### config.mk
export PLATFORM = sky130hd
export DESIGN_NAME = mem_arbiter_flat
export DESIGN_NICKNAME = d
export VERILOG_FILES = /design/src/rtl/mem_arbiter_if.sv /design/src/rtl/mem_arbiter.sv /design/src/flat_wrapper.sv
export SDC_FILE = /design/constraint.sdc
export NUM_CORES = 1
export LEC_CHECK = 0
export BUFFER_PORTS_ARGS = -buffer_cell sky130_fd_sc_hd__buf_2
export CAP_MARGIN = 20
export CORE_MARGIN = 5
export CORE_UTILIZATION = 38
export DETAILED_ROUTE_END_ITERATION = 8
export PLACE_DENSITY_LB_ADDON = 0.15
export SYNTH_ARGS = -nofsm -noshare
export SYNTH_HDL_FRONTEND = slang
export SYNTH_SLANG_ARGS = --single-unit
### constraint.sdc
create_clock -name clk -period 1.45 [get_ports clk]
set_input_delay 0.29 -clock clk [delete_from_list [all_inputs] [get_ports clk]]
set_output_delay 0.29 -clock clk [all_outputs]
set_load 0.01 [all_outputs]
### src/rtl/mem_arbiter_if.sv
// mem_arbiter_if: core, debug and memory-macro signals of the memory arbiter
interface mem_arbiter_if #(
    parameter int ADDR_W = 4,
    parameter int DATA_W = 8
);
    logic              core_req;
    logic              core_we;
    logic [ADDR_W-1:0] core_addr;
    logic [DATA_W-1:0] core_wdata;
    logic              core_gnt;
    logic              core_rvalid;
    logic [DATA_W-1:0] core_rdata;
    logic              dbg_req;
    logic              dbg_we;
    logic              dbg_lock;
    logic [ADDR_W-1:0] dbg_addr;
    logic [DATA_W-1:0] dbg_wdata;
    logic              dbg_gnt;
    logic              dbg_rvalid;
    logic [DATA_W-1:0] dbg_rdata;
    logic              mem_en;
    logic              mem_we;
    logic [ADDR_W-1:0] mem_addr;
    logic [DATA_W-1:0] mem_wdata;
    logic [DATA_W-1:0] mem_rdata;

    modport slave (
        input  core_req, core_we, core_addr, core_wdata,
        output core_gnt, core_rvalid, core_rdata,
        input  dbg_req, dbg_we, dbg_lock, dbg_addr, dbg_wdata,
        output dbg_gnt, dbg_rvalid, dbg_rdata,
        output mem_en, mem_we, mem_addr, mem_wdata,
        input  mem_rdata
    );

    modport master (
        output core_req, core_we, core_addr, core_wdata,
        input  core_gnt, core_rvalid, core_rdata,
        output dbg_req, dbg_we, dbg_lock, dbg_addr, dbg_wdata,
        input  dbg_gnt, dbg_rvalid, dbg_rdata,
        input  mem_en, mem_we, mem_addr, mem_wdata,
        output mem_rdata
    );
endinterface

### src/rtl/mem_arbiter.sv
// mem_arbiter: core-priority memory arbiter with debug starvation guard; MEM_ARB_LOCK_EN adds debug burst lock
module mem_arbiter #(
    parameter int ADDR_W       = 4,
    parameter int DATA_W       = 8,
    parameter int STARVE_LIMIT = 4,
    parameter int LOCK_MAX     = 8
) (
    input  logic        clk,
    input  logic        reset,
    mem_arbiter_if.slave bus,
    output logic [1:0]  arb_state
);
    typedef enum logic [1:0] {IDLE = 2'b00, CORE = 2'b01, DBG = 2'b10, LOCKED = 2'b11} state_t;

    state_t            state, state_nxt;
    logic [3:0]        starve_cnt;
    logic              starve_hit, core_win, dbg_win;
    logic              rv_core, rv_dbg;
    logic [DATA_W-1:0] core_hold, dbg_hold;
`ifdef MEM_ARB_LOCK_EN
    logic [7:0]        lock_cnt;
    logic              lock_blk, lock_exit, lock_force;
`endif

    // winner selection, memory mux, read-return steering and next state
    always_comb begin
        starve_hit      = bus.dbg_req && starve_cnt == 4'(STARVE_LIMIT);
        dbg_win         = state == LOCKED ? bus.dbg_req : bus.dbg_req && (starve_hit || !bus.core_req);
        core_win        = state != LOCKED && bus.core_req && !dbg_win;
        bus.core_gnt    = !reset && core_win;
        bus.dbg_gnt     = !reset && dbg_win;
        bus.mem_en      = bus.core_gnt || bus.dbg_gnt;
        bus.mem_we      = bus.dbg_gnt ? bus.dbg_we : bus.core_gnt && bus.core_we;
        bus.mem_addr    = bus.dbg_gnt ? bus.dbg_addr : bus.core_gnt ? bus.core_addr : '0;
        bus.mem_wdata   = bus.dbg_gnt ? bus.dbg_wdata : bus.core_gnt ? bus.core_wdata : '0;
        bus.core_rvalid = rv_core && !reset;
        bus.dbg_rvalid  = rv_dbg && !reset;
        bus.core_rdata  = bus.core_rvalid ? bus.mem_rdata : core_hold;
        bus.dbg_rdata   = bus.dbg_rvalid ? bus.mem_rdata : dbg_hold;
        state_nxt       = bus.core_gnt ? CORE : bus.dbg_gnt ? DBG : IDLE;
`ifdef MEM_ARB_LOCK_EN
        lock_exit       = !bus.dbg_lock || lock_cnt == 8'(LOCK_MAX - 1);
        lock_force      = state == LOCKED && bus.dbg_lock && lock_cnt == 8'(LOCK_MAX - 1);
        state_nxt       = (state == LOCKED && !lock_exit) ||
                          (state != LOCKED && bus.dbg_gnt && bus.dbg_lock && !lock_blk) ? LOCKED : state_nxt;
`endif
        arb_state       = state;
    end

    // state, starvation counter and registered read-return ownership
    always_ff @(posedge clk) begin
        if (reset) begin
            state      <= IDLE;
            starve_cnt <= '0;
            rv_core    <= 1'b0;
            rv_dbg     <= 1'b0;
            core_hold  <= '0;
            dbg_hold   <= '0;
        end else begin
            state      <= state_nxt;
            starve_cnt <= (!bus.dbg_req || bus.dbg_gnt) ? 4'd0 : starve_hit ? starve_cnt : starve_cnt + 4'd1;
            rv_core    <= bus.core_gnt && !bus.core_we;
            rv_dbg     <= bus.dbg_gnt && !bus.dbg_we;
            if (rv_core) core_hold <= bus.mem_rdata;
            if (rv_dbg) dbg_hold <= bus.mem_rdata;
        end
    end

`ifdef MEM_ARB_LOCK_EN
    // lock duration counter and re-entry block after a forced release
    always_ff @(posedge clk) begin
        if (reset) begin
            lock_cnt <= '0;
            lock_blk <= 1'b0;
        end else begin
            lock_cnt <= (state == LOCKED && !lock_exit) ? lock_cnt + 8'd1 : 8'd0;
            lock_blk <= lock_force ? 1'b1 : !bus.dbg_lock ? 1'b0 : lock_blk;
        end
    end
`endif
endmodule

### src/flat_wrapper.sv
// flat-port wrapper written by rule: the top's interface ports become plain ports
module mem_arbiter_flat 
#(
    parameter int ADDR_W       = 4,
    parameter int DATA_W       = 8,
    parameter int STARVE_LIMIT = 4,
    parameter int LOCK_MAX     = 8
)
  (clk, reset, arb_state, bus_core_req, bus_core_we, bus_core_addr, bus_core_wdata, bus_core_gnt, bus_core_rvalid, bus_core_rdata, bus_dbg_req, bus_dbg_we, bus_dbg_lock, bus_dbg_addr, bus_dbg_wdata, bus_dbg_gnt, bus_dbg_rvalid, bus_dbg_rdata, bus_mem_en, bus_mem_we, bus_mem_addr, bus_mem_wdata, bus_mem_rdata);
  mem_arbiter_if #(.ADDR_W(ADDR_W), .DATA_W(DATA_W)) bus_i ();
  input  logic clk;
  input  logic reset;
  output logic [1:0] arb_state;
  input wire logic [$bits(bus_i.core_req)-1:0] bus_core_req;
  input wire logic [$bits(bus_i.core_we)-1:0] bus_core_we;
  input wire logic [$bits(bus_i.core_addr)-1:0] bus_core_addr;
  input wire logic [$bits(bus_i.core_wdata)-1:0] bus_core_wdata;
  output wire logic [$bits(bus_i.core_gnt)-1:0] bus_core_gnt;
  output wire logic [$bits(bus_i.core_rvalid)-1:0] bus_core_rvalid;
  output wire logic [$bits(bus_i.core_rdata)-1:0] bus_core_rdata;
  input wire logic [$bits(bus_i.dbg_req)-1:0] bus_dbg_req;
  input wire logic [$bits(bus_i.dbg_we)-1:0] bus_dbg_we;
  input wire logic [$bits(bus_i.dbg_lock)-1:0] bus_dbg_lock;
  input wire logic [$bits(bus_i.dbg_addr)-1:0] bus_dbg_addr;
  input wire logic [$bits(bus_i.dbg_wdata)-1:0] bus_dbg_wdata;
  output wire logic [$bits(bus_i.dbg_gnt)-1:0] bus_dbg_gnt;
  output wire logic [$bits(bus_i.dbg_rvalid)-1:0] bus_dbg_rvalid;
  output wire logic [$bits(bus_i.dbg_rdata)-1:0] bus_dbg_rdata;
  output wire logic [$bits(bus_i.mem_en)-1:0] bus_mem_en;
  output wire logic [$bits(bus_i.mem_we)-1:0] bus_mem_we;
  output wire logic [$bits(bus_i.mem_addr)-1:0] bus_mem_addr;
  output wire logic [$bits(bus_i.mem_wdata)-1:0] bus_mem_wdata;
  input wire logic [$bits(bus_i.mem_rdata)-1:0] bus_mem_rdata;
  assign bus_i.core_req = bus_core_req;
  assign bus_i.core_we = bus_core_we;
  assign bus_i.core_addr = bus_core_addr;
  assign bus_i.core_wdata = bus_core_wdata;
  assign bus_core_gnt = bus_i.core_gnt;
  assign bus_core_rvalid = bus_i.core_rvalid;
  assign bus_core_rdata = bus_i.core_rdata;
  assign bus_i.dbg_req = bus_dbg_req;
  assign bus_i.dbg_we = bus_dbg_we;
  assign bus_i.dbg_lock = bus_dbg_lock;
  assign bus_i.dbg_addr = bus_dbg_addr;
  assign bus_i.dbg_wdata = bus_dbg_wdata;
  assign bus_dbg_gnt = bus_i.dbg_gnt;
  assign bus_dbg_rvalid = bus_i.dbg_rvalid;
  assign bus_dbg_rdata = bus_i.dbg_rdata;
  assign bus_mem_en = bus_i.mem_en;
  assign bus_mem_we = bus_i.mem_we;
  assign bus_mem_addr = bus_i.mem_addr;
  assign bus_mem_wdata = bus_i.mem_wdata;
  assign bus_i.mem_rdata = bus_mem_rdata;
  mem_arbiter #(.ADDR_W(ADDR_W), .DATA_W(DATA_W), .STARVE_LIMIT(STARVE_LIMIT), .LOCK_MAX(LOCK_MAX)) u_core (.clk(clk), .reset(reset), .bus(bus_i), .arb_state(arb_state));
endmodule
After elaboration in Yosys (flattened, before gate mapping)
Index checks and enable logic that the tools add are counted.
{"block": "op_classes", "addsub": 1, "mul": 0, "n_div": 0, "magnitude_cmp": 0, "eq_ne": 3, "shift": 0, "muxes": 10, "n_bitwise": 0, "reduce_logical": 22}
{"cell": "$mux W8", "n": 4}
{"cell": "$logic_and A1 B1 Y1", "n": 11}
{"cell": "$mux W4", "n": 2}
{"cell": "$logic_not A1 Y1", "n": 6}
{"cell": "$add A4 B1 Y4 const B", "n": 1}
{"cell": "$eq A4 B3 Y1 const B", "n": 1}
{"cell": "$reduce_or A2 Y1", "n": 2}
{"cell": "$logic_or A1 B1 Y1", "n": 3}
{"cell": "$mux W1", "n": 3}
{"cell": "$eq A2 B2 Y1 const B", "n": 1}
{"cell": "$mux W2", "n": 1}
{"cell": "$ne A2 B2 Y1 const B", "n": 1}
{"block": "word_totals", "reg_bits": 24, "latchBits": 0, "ramBits": 0, "mem_bits_ro": 0, "input_bits": 39, "out_inout_bits": 36, "wordCells": 43, "n_memories": 0}

Logic depth before layout (Yosys ltp)
Gate-level depths: netlist (run 1).
{"block": "depth", "ltp_word": 10, "depth_mapped": 6}

Least setup slack after synthesis (run 1)
OpenSTA, ideal clock, no wires.
{"block": "synth_path", "path_kind": "register to output", "from": "register u_core.starve_cnt[0]", "to": "output bus_mem_addr[3]", "arrival_time_ns": 1.320, "required_ns": 1.160, "setup_slack_ns": -0.160, "path_stages_with_launch": 7, "path_buffers": 1, "cell_sequence": "dfxtp_1 inv_1 ha_1 and3b_2 nand2b_4 buf_6 a32o_1"}
{"block": "synth_via", "elab_chain_len": 10}
{"item": "start: declaration", "line_no": "mem_arbiter.sv:16", "source": "logic [3:0] starve_cnt;"}
{"item": "start signal: assignment", "line_no": "mem_arbiter.sv:61", "source": "starve_cnt <= (!bus.dbg_req || bus.dbg_gnt) ? 4'd0 : starve_hit ? starve_cnt : starve_cnt + 4'd1;"}
{"item": "$eq A4 B3 Y1 (*)", "line_no": "mem_arbiter.sv:27", "source": "starve_hit = bus.dbg_req && starve_cnt == 4'(STARVE_LIMIT);"}
{"item": "$logic_and A1 B1 Y1 (*)", "line_no": "mem_arbiter.sv:27"}
{"item": "$logic_or A1 B1 Y1 (*)", "line_no": "mem_arbiter.sv:28", "source": "dbg_win = state == LOCKED ? bus.dbg_req : bus.dbg_req && (starve_hit || !bus.core_req);"}
{"item": "$logic_and A1 B1 Y1 (*)", "line_no": "mem_arbiter.sv:28"}
{"item": "$mux W1 (*)", "line_no": "mem_arbiter.sv:28"}
{"item": "$logic_not A1 Y1", "line_no": "mem_arbiter.sv:29", "source": "core_win = state != LOCKED && bus.core_req && !dbg_win;"}
{"item": "$logic_and A1 B1 Y1", "line_no": "mem_arbiter.sv:29"}
{"item": "$logic_and A1 B1 Y1", "line_no": "mem_arbiter.sv:30", "source": "bus.core_gnt = !reset && core_win;"}
{"item": "$mux W4", "line_no": "mem_arbiter.sv:34", "source": "bus.mem_addr = bus.dbg_gnt ? bus.dbg_addr : bus.core_gnt ? bus.core_addr : '0;"}
{"item": "$mux W4 (*)", "line_no": "mem_arbiter.sv:34"}
{"item": "end: declaration", "line_no": "flat_wrapper.sv:31", "source": "output wire logic [$bits(bus_i.mem_addr)-1:0] bus_mem_addr;"}
Every way passes the cells marked *; elsewhere a longest branch is shown, timed or not.

Worst setup path in the final report (run 1)
{"block": "layout_path", "from": "register u_core.starve_cnt[1]", "to": "output bus_mem_wdata[5]"}
{"block": "layout_via", "elab_chain_len": 10}
{"item": "$eq A4 B3 Y1 (*)", "line_no": "mem_arbiter.sv:27"}
{"item": "$logic_and A1 B1 Y1 (*)", "line_no": "mem_arbiter.sv:27"}
{"item": "$logic_or A1 B1 Y1 (*)", "line_no": "mem_arbiter.sv:28"}
{"item": "$logic_and A1 B1 Y1 (*)", "line_no": "mem_arbiter.sv:28"}
{"item": "$mux W1 (*)", "line_no": "mem_arbiter.sv:28"}
{"item": "$logic_not A1 Y1", "line_no": "mem_arbiter.sv:29"}
{"item": "$logic_and A1 B1 Y1", "line_no": "mem_arbiter.sv:29"}
{"item": "$logic_and A1 B1 Y1", "line_no": "mem_arbiter.sv:30"}
{"item": "$mux W8", "line_no": "mem_arbiter.sv:35", "source": "bus.mem_wdata = bus.dbg_gnt ? bus.dbg_wdata : bus.core_gnt ? bus.core_wdata : '0;"}
{"item": "$mux W8 (*)", "line_no": "mem_arbiter.sv:35"}
{"item": "end: declaration", "line_no": "flat_wrapper.sv:32", "source": "output wire logic [$bits(bus_i.mem_wdata)-1:0] bus_mem_wdata;"}
Marked as above.

==> results of run 1 <==
-- layer usage --
metal	vias to the layer above	global-route usage, %	share of wire (%)
met5	-	0	0
met4	0	4.80	3.0
met3	14	4.83	5.0
met2	39	31.1	56
met1	641	16.7	36
li1	664	-	-
-- through the flow --
stage          instances  area (µm²)  power [mW]  setup slack [ps]
2_1_floorplan        139        1430       0.890             -79.8
3_3_place_gp         266        1920        1.02              -170
3_5_place_dp         266        1920        1.03              -185
4_1_cts              273        2320        1.69              -427
5_1_grt              273        2350        1.76              -456
6_report             273        2350        1.68              -406
-- power by group through the flow --
| stage | logic, mW | registers (mW) | clock network [mW] |
|---|---|---|---|
| finish | 0.420 | 0.689 | 0.574 |
| global route | 0.452 | 0.691 | 0.613 |
| CTS | 0.416 | 0.690 | 0.587 |
| detailed placement | 0.329 | 0.704 | 0 |
| global placement | 0.319 | 0.702 | 0 |
| floorplan | 0.187 | 0.703 | 0 |
-- cell type report --
class / instances / area [µm²] / share of cell area, %
inverter: 4 / 15.0 / 0.640
clock buffer: 3 / 41.3 / 1.76
sequential: 24 / 488 / 20.8
clock inverter: 1 / 30.0 / 1.28
tap: 48 / 60.1 / 2.56
multi-input combinational: 100 / 972 / 41.4
timing repair buffer: 93 / 741 / 31.6
-- logic make-up after synthesis --
logic type,count (synthesis),synth area share (%)
buffers and inverters,16,8.07
adder cells (fa/ha/maj),2,1.77
AND/OR/NAND/NOR,48,18.9
AO/OA/AOI/OAI,15,11.9
flip-flops,24,34.0
XOR/XNOR,2,1.24
multiplexers,32,24.1
-- final timing paths --
path	from	to	slack, ps	depth (start not counted)
worst max-delay path	u_core.starve_cnt[1]	bus_mem_wdata[5]	-410	6
worst min-delay path	bus_core_we	u_core.rv_core	180	2
worst max register to register	u_core.starve_cnt[1]	u_core.rv_core	70	7
worst min register to register	u_core.core_hold[1]	u_core.core_hold[1]	500	2
-- placed cells by master, fill, tap and decap left out, types with 2 or more instances in the layout --
cell type,n
sky130_fd_sc_hd__nand2b_4,3
sky130_fd_sc_hd__dfxtp_2,3
sky130_fd_sc_hd__a21boi_4,2
sky130_fd_sc_hd__clkbuf_8,3
sky130_fd_sc_hd__buf_2,44
sky130_fd_sc_hd__nor2b_1,13
sky130_fd_sc_hd__inv_1,2
sky130_fd_sc_hd__buf_6,32
sky130_fd_sc_hd__dfxtp_1,20
sky130_fd_sc_hd__and2b_1,3
sky130_fd_sc_hd__nor2_1,18
sky130_fd_sc_hd__a32o_2,13
sky130_fd_sc_hd__mux2_4,16
sky130_fd_sc_hd__nor3_2,2
sky130_fd_sc_hd__inv_2,2
sky130_fd_sc_hd__nor3_4,2
sky130_fd_sc_hd__and2_1,2
sky130_fd_sc_hd__mux2i_1,16
sky130_fd_sc_hd__buf_12,2
sky130_fd_sc_hd__buf_4,14
-- what timing repair did --
| action | 4_1_cts | 5_1_grt |
|---|---|---|
| resized for setup | 60 | 6 |
| gates cloned | 1 | 0 |
| pin swaps | 2 | 2 |
| setup buffers | 2 | 1 |
| setup endpoints to repair | 31 | 34 |
| endpoints found under the hold margin | 0 | 0 |
-- registers in the layout, indices dropped and copies added, names as in the netlist --
signal,cells
u_core.rv_core,1
u_core.dbg_hold,8
u_core.core_hold,8
u_core.arb_state,2
u_core.rv_dbg,1
u_core.starve_cnt,4
==> flow_summary_export.csv, run 1 <==
group,metric,value,unit
clock_tree,clock_sinks,24,
synth,netlist_area,1410,µm²
synth,postSynthCellCount,139,
floorplan,row_count,22,
grt,grt_max_degree,19,
synth,synth_seq_area_share,34.0,%
synth,synthDominantCellAreaShare,34.0,%
clock_tree,clock_latency,270,ps
sta,final.min_clock_period,1860,ps
cells_and_area,fin_util,64.6,%
power,p_clk_share,34.1,%
cells_and_area,layout-drive-gt1-share,64.4,%
routing,wl_per_cell,15.1,µm
placement,dp_hpwl,2900,µm
cells_and_area,antenna_cells_inserted,0,
status,failed_checks,"negative setup slack",
sta,number_of_hold_violations_in_the_final_report,0,
setup_path,critical_path.cell_chain,"inv_2 -> ha_4 -> and3b_2 -> nand2b_4 -> a32o_2 -> buf_6",
synth,synth_edf_count,0,
setup_path,crit_fanout,8,
routing,detail_route.vias_per_cell,4.97,
clock_tree,numCtsBuffers,3,
setup_path,cp.buffers_inverters,2,
sta,worst_margin_pin_slew,421,ps
setup_path,cp.required,1160,ps
synth,mappedNetlistNets,180,
floorplan,floorplan.io_pins,75,
floorplan,core_area,3630,µm²
sta,setup_viol_count_final,31,
power,power.switching,0.396,mW
job,number_of_max_cap_violations,0,
clock_tree,max-clock-path-buffers,2,
power,leakage,1.14,nW
floorplan,die_area,5030,µm²
routing,first_iter_violations,33,
floorplan,initial_util,38.8,%
power,power.density_cell_area,717,nW/µm²
grt,grt_first_pass_wirelength,6710,µm
synth,netlist-cell-type-count,22,
power,power.ir.vdd_worst,635,µV
power,net_switching_fraction_of_the_power,23.5,%
synth,synth.top_cells.by_count,"sky130_fd_sc_hd__dfxtp_1 (24), sky130_fd_sc_hd__nor2_1 (18), sky130_fd_sc_hd__mux2_2 (16), sky130_fd_sc_hd__mux2i_1 (16), sky130_fd_sc_hd__nor2b_1 (14)",
setup_path,criticalPathCategory,"flip-flop to primary output",
grt,grt_overflow_total,0,
setup_path,worst_path_dominant_cell_family,"simple AND/OR/NAND/NOR gates",
routing,post-route-drc-count,0,
clock_tree,cts_tree,"built",
sta,post-route-worst-setup-slack,-406,ps
power,combinationalPowerShare,25.0,%
grt,grt_antenna_before_repair,0,
synth,ys_dominant_reg_cell,"sky130_fd_sc_hd__dfxtp_1",
clock_tree,cts.htree.levels,1,
sta,period_share,128,%
sta,rsz0062_at_grt,"true",
power,pwr-share-seq,40.9,%
setup_path,critical_path.max_stage_delay,330,ps
grt,grt_pass1_vias,1485,
cells_and_area,syn_to_final_growth,66.3,%
routing,drt_pre_antenna_iters,4,
setup_path,element_type_at_the_critical_path_start,"flip-flop",
routing,detail-route-antenna-nets,0,
sta,timing.max_slew.rel_slack,71.9,%
sta,setup_skew_after_layout,9.46,ps
setup_path,setup.worst_path.end_class,"primary output",
synth,synth.avg_cell_area,10.2,µm²
sta,slew_viol_final,0,
clock_tree,root_buffer,"sky130_fd_sc_hd__clkbuf_8",
synth,ys_async_sr_fraction,0,%
sta,finalSetupTns,-8090,ps
clock_tree,postCtsHoldBufs,0,
floorplan,fp.dieW,70.9,µm
cells_and_area,final_nets,267,
synth,post-synth-top-area-cell,"sky130_fd_sc_hd__dfxtp_1",
synth,yosys_warnings,0,
routing,num_vias,1358,
placement,finalWeightedCongestion,0.752,
cells_and_area,num-fill-cells,306,
setup_path,cp_slowest_cell,"sky130_fd_sc_hd__dfxtp_2",
synth,synth_seq_cells,24,
sta,maxClockFrequency,0.539,GHz
clock_tree,cts.reportedPaths.clkPinSlew,90,ps
routing,route.final.wire_length,4130,µm
status,status,"finished with violations",
placement,buffer_ports.inserted,73,
synth,synth.area.top_cells,"sky130_fd_sc_hd__dfxtp_1 (34%), sky130_fd_sc_hd__mux2_2 (13%), sky130_fd_sc_hd__mux2i_1 (11%)",
floorplan,floorplan.die.height,70.9,µm
worst_hold_path,worst_hold_path_type,"primary input to flip-flop",
power,power.internal,1.29,mW
sta,worst_hold_slack_across_all_endpoints,180,ps
setup_path,critPathArrivalTime,1570,ps
grt,grt_usage,16.2,%
synth,yosysMostFrequentCell,"sky130_fd_sc_hd__dfxtp_1",
No activity file was read; power rests on OpenSTA's default activity.
==> inputs of run 2 (changes only) <==
--- a/config.mk
+++ b/config.mk
@@ -7,6 +7,7 @@
 export LEC_CHECK = 0
 export BUFFER_PORTS_ARGS = -buffer_cell sky130_fd_sc_hd__buf_2
 export CAP_MARGIN = 20
+export CORE_ASPECT_RATIO = 1.2
 export CORE_MARGIN = 5
 export CORE_UTILIZATION = 38
 export DETAILED_ROUTE_END_ITERATION = 8
==> run 2 against run 1 <==
Effect of this change: the run still ends with negative setup slack left; first-iteration DRC count rose by 24%; critical path depth stayed put; register-to-register slack about the same; combinational power fell by 2%; clock power hardly changed; hold slack better by 9.1 ps; final cell count is 5.1% lower; die area about the same; final area decreased by 2.3%; highest routed layer unchanged.
==> flow_summary_export.csv, run 2 (synthesis gave the netlist of run 1 again) <==
group,metric,value,unit
sta,period_share,133,%
cells_and_area,syn_to_final_growth,62.5,%
setup_path,cp.required,1160,ps
worst_hold_path,min-delay-start,"bus_core_we",
cells_and_area,num-fill-cells,299,
clock_tree,cts.reportedPaths.clkPinSlew,90,ps
routing,first_iter_violations,41,
status,status,"finished with violations",
setup_path,cp_slowest_cell,"sky130_fd_sc_hd__dfxtp_2",
floorplan,die_area,5040,µm²
clock_tree,max-clock-path-buffers,2,
setup_path,r2r_start,"u_core.starve_cnt[1]",
grt,grt_usage,16.7,%
routing,route.final.wire_length,4060,µm
status,failed_checks,"negative setup slack",
cells_and_area,layout.cells.most_common_list,"sky130_fd_sc_hd__buf_2 (43), sky130_fd_sc_hd__buf_6 (32), sky130_fd_sc_hd__dfxtp_1 (20)",
setup_path,worst_path_dominant_cell_family,"simple AND/OR/NAND/NOR gates",
cells_and_area,post-route-cell-area,2290,µm²
routing,drt_pre_antenna_iters,4,
cells_and_area,fin_cells,259,
floorplan,row_count,24,
cells_and_area,biggestRegsByFlops,"u_core.core_hold (8), u_core.dbg_hold (8), u_core.starve_cnt (4)",
sta,number_of_hold_violations_in_the_final_report,0,
setup_path,element_type_at_the_critical_path_start,"flip-flop",
clock_tree,clock_sinks,24,
sta,final.min_clock_period,1930,ps
power,power.internal,1.29,mW
power,combinationalPowerShare,24.6,%
routing,num_vias,1320,
sta,timing.max_slew.rel_slack,85.2,%
placement,dp_hpwl,2770,µm
sta,setup_viol_count_final,31,
power,leakage,1.12,nW
placement,finalWeightedCongestion,0.736,
worst_hold_path,min_path_cells,2,
routing,wl_per_cell,15.7,µm
sta,finalSetupTns,-8900,ps
floorplan,fp.dieW,65.6,µm
floorplan,core_area,3600,µm²
power,pwr-share-seq,41.2,%
cells_and_area,multi_input_comb_area,947,µm²
grt,grt_max_degree,19,
sta,setup_skew_after_layout,7.46,ps
sta,worst_margin_pin_slew,222,ps
clock_tree,cts_tree,"built",
sta,slew_viol_final,0,
power,power.switching,0.390,mW
clock_tree,postCtsHoldBufs,0,
power,power.density_cell_area,731,nW/µm²
routing,detail_route.vias_per_cell,5.10,
worst_hold_path,hold_path_end,"u_core.rv_core",
sta,maxClockFrequency,0.518,GHz
clock_tree,numCtsBuffers,3,
cells_and_area,layout-drive-gt1-share,62.7,%
setup_path,reg2reg_depth,6,
power,tot_pwr,1.68,mW
setup_path,criticalPathCategory,"flip-flop to primary output",
floorplan,initial_util,39.2,%
routing,detail-route-antenna-nets,0,
grt,grt_pass1_vias,1475,
setup_path,rr_endpoint,"u_core.starve_cnt[1]",
clock_tree,root_buffer,"sky130_fd_sc_hd__clkbuf_8",
setup_path,critical_path.max_stage_delay,350,ps
setup_path,critPathArrivalTime,1640,ps
sta,rsz0062_at_grt,"true",
job,number_of_max_cap_violations,0,
placement,placedInstanceArea,1880,µm²
setup_path,crit_fanout,8,
worst_hold_path,worst_hold_path_type,"primary input to flip-flop",
placement,buffer_ports.inserted,73,
floorplan,floorplan.die.height,76.8,µm
floorplan,floorplan.io_pins,75,
power,p_clk_share,34.2,%
routing,post-route-drc-count,0,
grt,grt_overflow_total,0,
grt,grt_first_pass_wirelength,6710,µm
grt,grt_antenna_before_repair,0,
cells_and_area,mostFrequentLayoutCell,"sky130_fd_sc_hd__buf_2",
setup_path,cp.buffers_inverters,2,
sta,post-route-worst-setup-slack,-481,ps
placement,place_inst,252,
clock_tree,clock_latency,260,ps
setup_path,reg2reg_setup_slack,70,ps
setup_path,critical_path.cell_chain,"inv_2 -> ha_4 -> and3b_2 -> nand2b_4 -> a32o_2 -> buf_6",
clock_tree,cts.htree.levels,1,
cells_and_area,final-seq-area,485,µm²
setup_path,setup.worst_path.end_class,"primary output",
cells_and_area,final_nets,262,
cells_and_area,antenna_cells_inserted,0,
power,power.ir.vdd_worst,342,µV
power,net_switching_fraction_of_the_power,23.2,%
## run 2: cell types whose count changed in the layout (fill, tap and decap cells not counted), sizes merged
cell,previous run,this run
buf,93,88
## run 2: how the worst max path moves through the flow
| stage | start | to | slack, ps | depth (start not counted) |
|---|---|---|---|---|
| 2_1_floorplan | u_core.starve_cnt[0] | bus_mem_addr[3] | -80 | 6 |
| 3_3_place_gp | u_core.starve_cnt[1] | bus_mem_we | -170 | 6 |
| 3_5_place_dp | u_core.starve_cnt[1] | bus_mem_addr[0] | -210 | 6 |
| 4_1_cts | u_core.starve_cnt[1] | bus_mem_addr[0] | -470 | 6 |
| 5_1_grt | u_core.starve_cnt[1] | bus_mem_we | -540 | 6 |
| 6_report | u_core.starve_cnt[1] | bus_mem_we | -480 | 6 |
## run 2: layout make-up
cell class / count / share of cell area (%)
well taps: 39 / 2.13
inverters: 4 / 0.655
clock buffers: 3 / 1.80
clock inverters: 1 / 1.31
multi-input cells: 100 / 41.3
repair buffers: 88 / 31.6
flip-flops and latches: 24 / 21.2
## run 2: timing repair
action / CTS / global route
buffers inserted: 1 / 0
gates resized for setup: 53 / 10
pin swaps: 0 / 1
endpoints found under the setup margin: 31 / 33
cloned: 3 / 0
## run 2: layer usage
layer / GRT usage, % / routed length, µm / vias up / part of all wire (%)
li1: - / - / 651 / -
met1: 17.5 / 1560 / 614 / 38
met2: 32.3 / 2250 / 53 / 55
met3: 2.92 / 216 / 2 / 5.3
met4: 4.98 / 34 / 0 / 0.84
met5: 0 / 0 / - / 0
## run 2: stage by stage
| stage | util (%) | hold WS, ps | setup slack (ps) |
|---|---|---|---|
| 2_1_floorplan | - | 366 | -79.8 |
| 3_5_place_dp | 52.3 | 472 | -209 |
| 6_report | 63.6 | 189 | -481 |
| 3_3_place_gp | 52.3 | 468 | -173 |
| 5_1_grt | 63.6 | 182 | -538 |
| 4_1_cts | 62.9 | 186 | -471 |
## run 2: power by group through the flow
stage	Combinational (mW)	Clock [mW]	Sequential, mW
finish	0.412	0.574	0.690
global route	0.444	0.627	0.693
CTS	0.407	0.585	0.690
detailed placement	0.326	0	0.704
global placement	0.317	0	0.703
floorplan	0.187	0	0.703
==> inputs of run 3 (changes only) <==
--- a/config.mk
+++ b/config.mk
@@ -9,7 +9,7 @@
 export CAP_MARGIN = 20
 export CORE_ASPECT_RATIO = 1.2
 export CORE_MARGIN = 5
-export CORE_UTILIZATION = 38
+export CORE_UTILIZATION = 44
 export DETAILED_ROUTE_END_ITERATION = 8
 export PLACE_DENSITY_LB_ADDON = 0.15
 export SYNTH_ARGS = -nofsm -noshare
==> constraint.sdc (replaced) <==
create_clock -name clk -period 1.9 [get_ports clk]
set_input_delay 0.38 -clock clk [delete_from_list [all_inputs] [get_ports clk]]
set_output_delay 0.38 -clock clk [all_outputs]
set_load 0.01 [all_outputs]
==> run 3 against run 2 <==
Effect of this change: the run still ends with negative setup slack left; clock-buffer cell count unchanged; final cell count down 1.2%; final area down 16%; total power down 41%; critical path depth up 1; non-clock buffer count up 1; hold slack better by 33 ps; die area down 12%; via count up 1.1%.
==> flow_summary_export.csv, run 3 (synthesis gave the netlist of run 1 again) <==
group,metric,value,unit
status,status,"finished with violations",
status,failed_checks,"negative setup slack",
routing,num_vias,1335,
sta,maxClockFrequency,0.475,GHz
setup_path,critPathArrivalTime,1720,ps
cells_and_area,fin_util,62.3,%
floorplan,die_area,4440,µm²
sta,post-route-worst-setup-slack,-205,ps
routing,first_iter_violations,30,
sta,slew_viol_final,0,
job,number_of_max_cap_violations,0,
power,power.density_cell_area,515,nW/µm²
grt,grt_pass1_vias,1237,
setup_path,element_type_at_the_critical_path_start,"flip-flop",
sta,worst_margin_pin_slew,242,ps
clock_tree,cts.reportedPaths.clkPinSlew,120,ps
grt,grt_first_pass_wirelength,5540,µm
power,net_switching_fraction_of_the_power,26.8,%
grt,grt_overflow_total,0,
setup_path,critical_path.max_stage_delay,350,ps
power,power.ir.vdd_worst,370,µV
sta,timing.max_slew.rel_slack,83.8,%
routing,route.final.wire_length,3660,µm
sta,final.min_clock_period,2100,ps
power,pwr-share-seq,53.1,%
cells_and_area,antenna_cells_inserted,0,
clock_tree,max-clock-path-buffers,2,
clock_tree,cts.htree.levels,1,
grt,grt_busiest_layer,"met2",
routing,post-route-drc-count,0,
sta,rsz0062_at_grt,"true",
placement,finalWeightedCongestion,0.735,
clock_tree,postCtsHoldBufs,0,
power,p_clk_share,21.6,%
setup_path,cp_slowest_cell,"sky130_fd_sc_hd__dfxtp_2",
setup_path,critical_path.cell_chain,"inv_2 -> ha_2 -> and3b_2 -> a21boi_4 -> clkbuf_16 -> a32o_1 -> buf_2",
sta,finalSetupTns,-2580,ps
cells_and_area,final_nets,263,
floorplan,row_count,22,
setup_path,cp.buffers_inverters,3,
setup_path,setup.worst_path.end_class,"primary output",
setup_path,crit_fanout,8,
floorplan,core_area,3080,µm²
placement,dp_hpwl,2660,µm
routing,detail_route.vias_per_cell,5.21,
cells_and_area,layout.cells.most_common_list,"sky130_fd_sc_hd__buf_2 (73), sky130_fd_sc_hd__dfxtp_1 (22), sky130_fd_sc_hd__nor2_1 (18)",
setup_path,criticalPathCategory,"flip-flop to primary output",
setup_path,cp.required,1520,ps
power,leakage,0.943,nW
clock_tree,numCtsBuffers,3,
sta,setup_viol_count_final,15,
cells_and_area,layout-drive-gt1-share,54.1,%
routing,detail-route-antenna-nets,0,
worst_hold_path,worst_hold_path_type,"primary input to flip-flop",
grt,gr-usage-met1,17.8,%
clock_tree,clock_sinks,24,
power,power.switching,0.265,mW
cells_and_area,mostFrequentLayoutCell,"sky130_fd_sc_hd__buf_2",
cells_and_area,syn_to_final_growth,36.1,%
floorplan,initial_util,45.8,%
sta,period_share,111,%
setup_path,worst_path_dominant_cell_family,"flip-flops",
routing,drt_pre_antenna_iters,4,
routing,wl_per_cell,14.3,µm
placement,buffer_ports.inserted,73,
floorplan,floorplan.io_pins,75,
grt,use_met3,4.09,%
grt,grt_usage,16.5,%
sta,number_of_hold_violations_in_the_final_report,0,
floorplan,fp.dieW,61.7,µm
clock_tree,cts_tree,"built",
grt,grt_antenna_before_repair,0,
power,power.internal,0.724,mW
cells_and_area,biggestRegsByFlops,"u_core.core_hold (8), u_core.dbg_hold (8), u_core.starve_cnt (4)",
grt,groute.layer.met2.usage,29.9,%
clock_tree,root_buffer,"sky130_fd_sc_hd__clkbuf_4",
power,combinationalPowerShare,25.2,%
sta,setup_skew_after_layout,4.13,ps
grt,grt_max_degree,19,
clock_tree,clock_latency,310,ps
floorplan,floorplan.die.height,72.0,µm
[run 3: cell count changes in the layout (fill, tap and decap cells not counted), moves of 2 or more]
cell                       previous run  this run
sky130_fd_sc_hd__nor3_1               2         4
sky130_fd_sc_hd__mux2_2               0        16
sky130_fd_sc_hd__buf_4                9        13
sky130_fd_sc_hd__dfxtp_1             20        22
sky130_fd_sc_hd__nor3_2               2         0
sky130_fd_sc_hd__buf_6               32         1
sky130_fd_sc_hd__mux2_4              16         0
sky130_fd_sc_hd__clkbuf_4             0         3
sky130_fd_sc_hd__buf_2               43        73
sky130_fd_sc_hd__dfxtp_2              4         2
sky130_fd_sc_hd__a32o_1               0        13
sky130_fd_sc_hd__a32o_2              13         0
sky130_fd_sc_hd__clkbuf_8             3         0
[run 3: timing repair]
action                                  CTS  global route
gates cloned                              1             2
endpoints found under the setup margin   15            23
pin swaps                                13            13
gates resized for setup                   5             4
buffers inserted                          2             2
hold endpoints to repair                  0             0
[run 3: final timing paths]
path	cells past startpoint	to	slack, ps	start
worst max-delay path	7	bus_mem_addr[0]	-200	u_core.starve_cnt[0]
worst min-delay path	2	u_core.rv_core	220	bus_core_we
worst max register to register	7	u_core.starve_cnt[3]	410	u_core.starve_cnt[0]
worst min register to register	2	u_core.dbg_hold[7]	510	u_core.dbg_hold[7]
[run 3: cell type report]
cell class / count / area (µm²)
fill: 272 / 1160
multi-input combinational: 100 / 836
timing repair buffer: 89 / 519
sequential: 24 / 483
tap: 36 / 45.0
clock buffer: 3 / 22.5
inverter: 4 / 15.0
[run 3: layer usage]
| metal | vias up | part of all wire, % |
|---|---|---|
| li1 | 653 | - |
| met1 | 628 | 38 |
| met2 | 49 | 52 |
| met3 | 5 | 8.3 |
| met4 | 0 | 1.4 |
| met5 | - | 0 |
[run 3: metrics by stage]
stage / cell area, µm² / worst slack [ps] / std cells / hold WS (ps) / total power, mW
detailed placement: 1810 / 48.9 / 246 / 476 / 0.772
floorplan: 1410 / 200 / 139 / 450 / 0.675
global route: 1920 / -275 / 256 / 207 / 1.04
finish: 1920 / -205 / 256 / 222 / 0.989
global placement: 1810 / 91.6 / 246 / 463 / 0.765
CTS: 1870 / -177 / 252 / 217 / 0.988
[run 3: power by group through the flow]
stage / logic, mW / registers [mW] / clock network, mW
floorplan: 0.139 / 0.536 / 0
global placement: 0.229 / 0.536 / 0
detailed placement: 0.235 / 0.537 / 0
CTS: 0.241 / 0.526 / 0.221
global route: 0.274 / 0.528 / 0.240
finish: 0.250 / 0.526 / 0.214
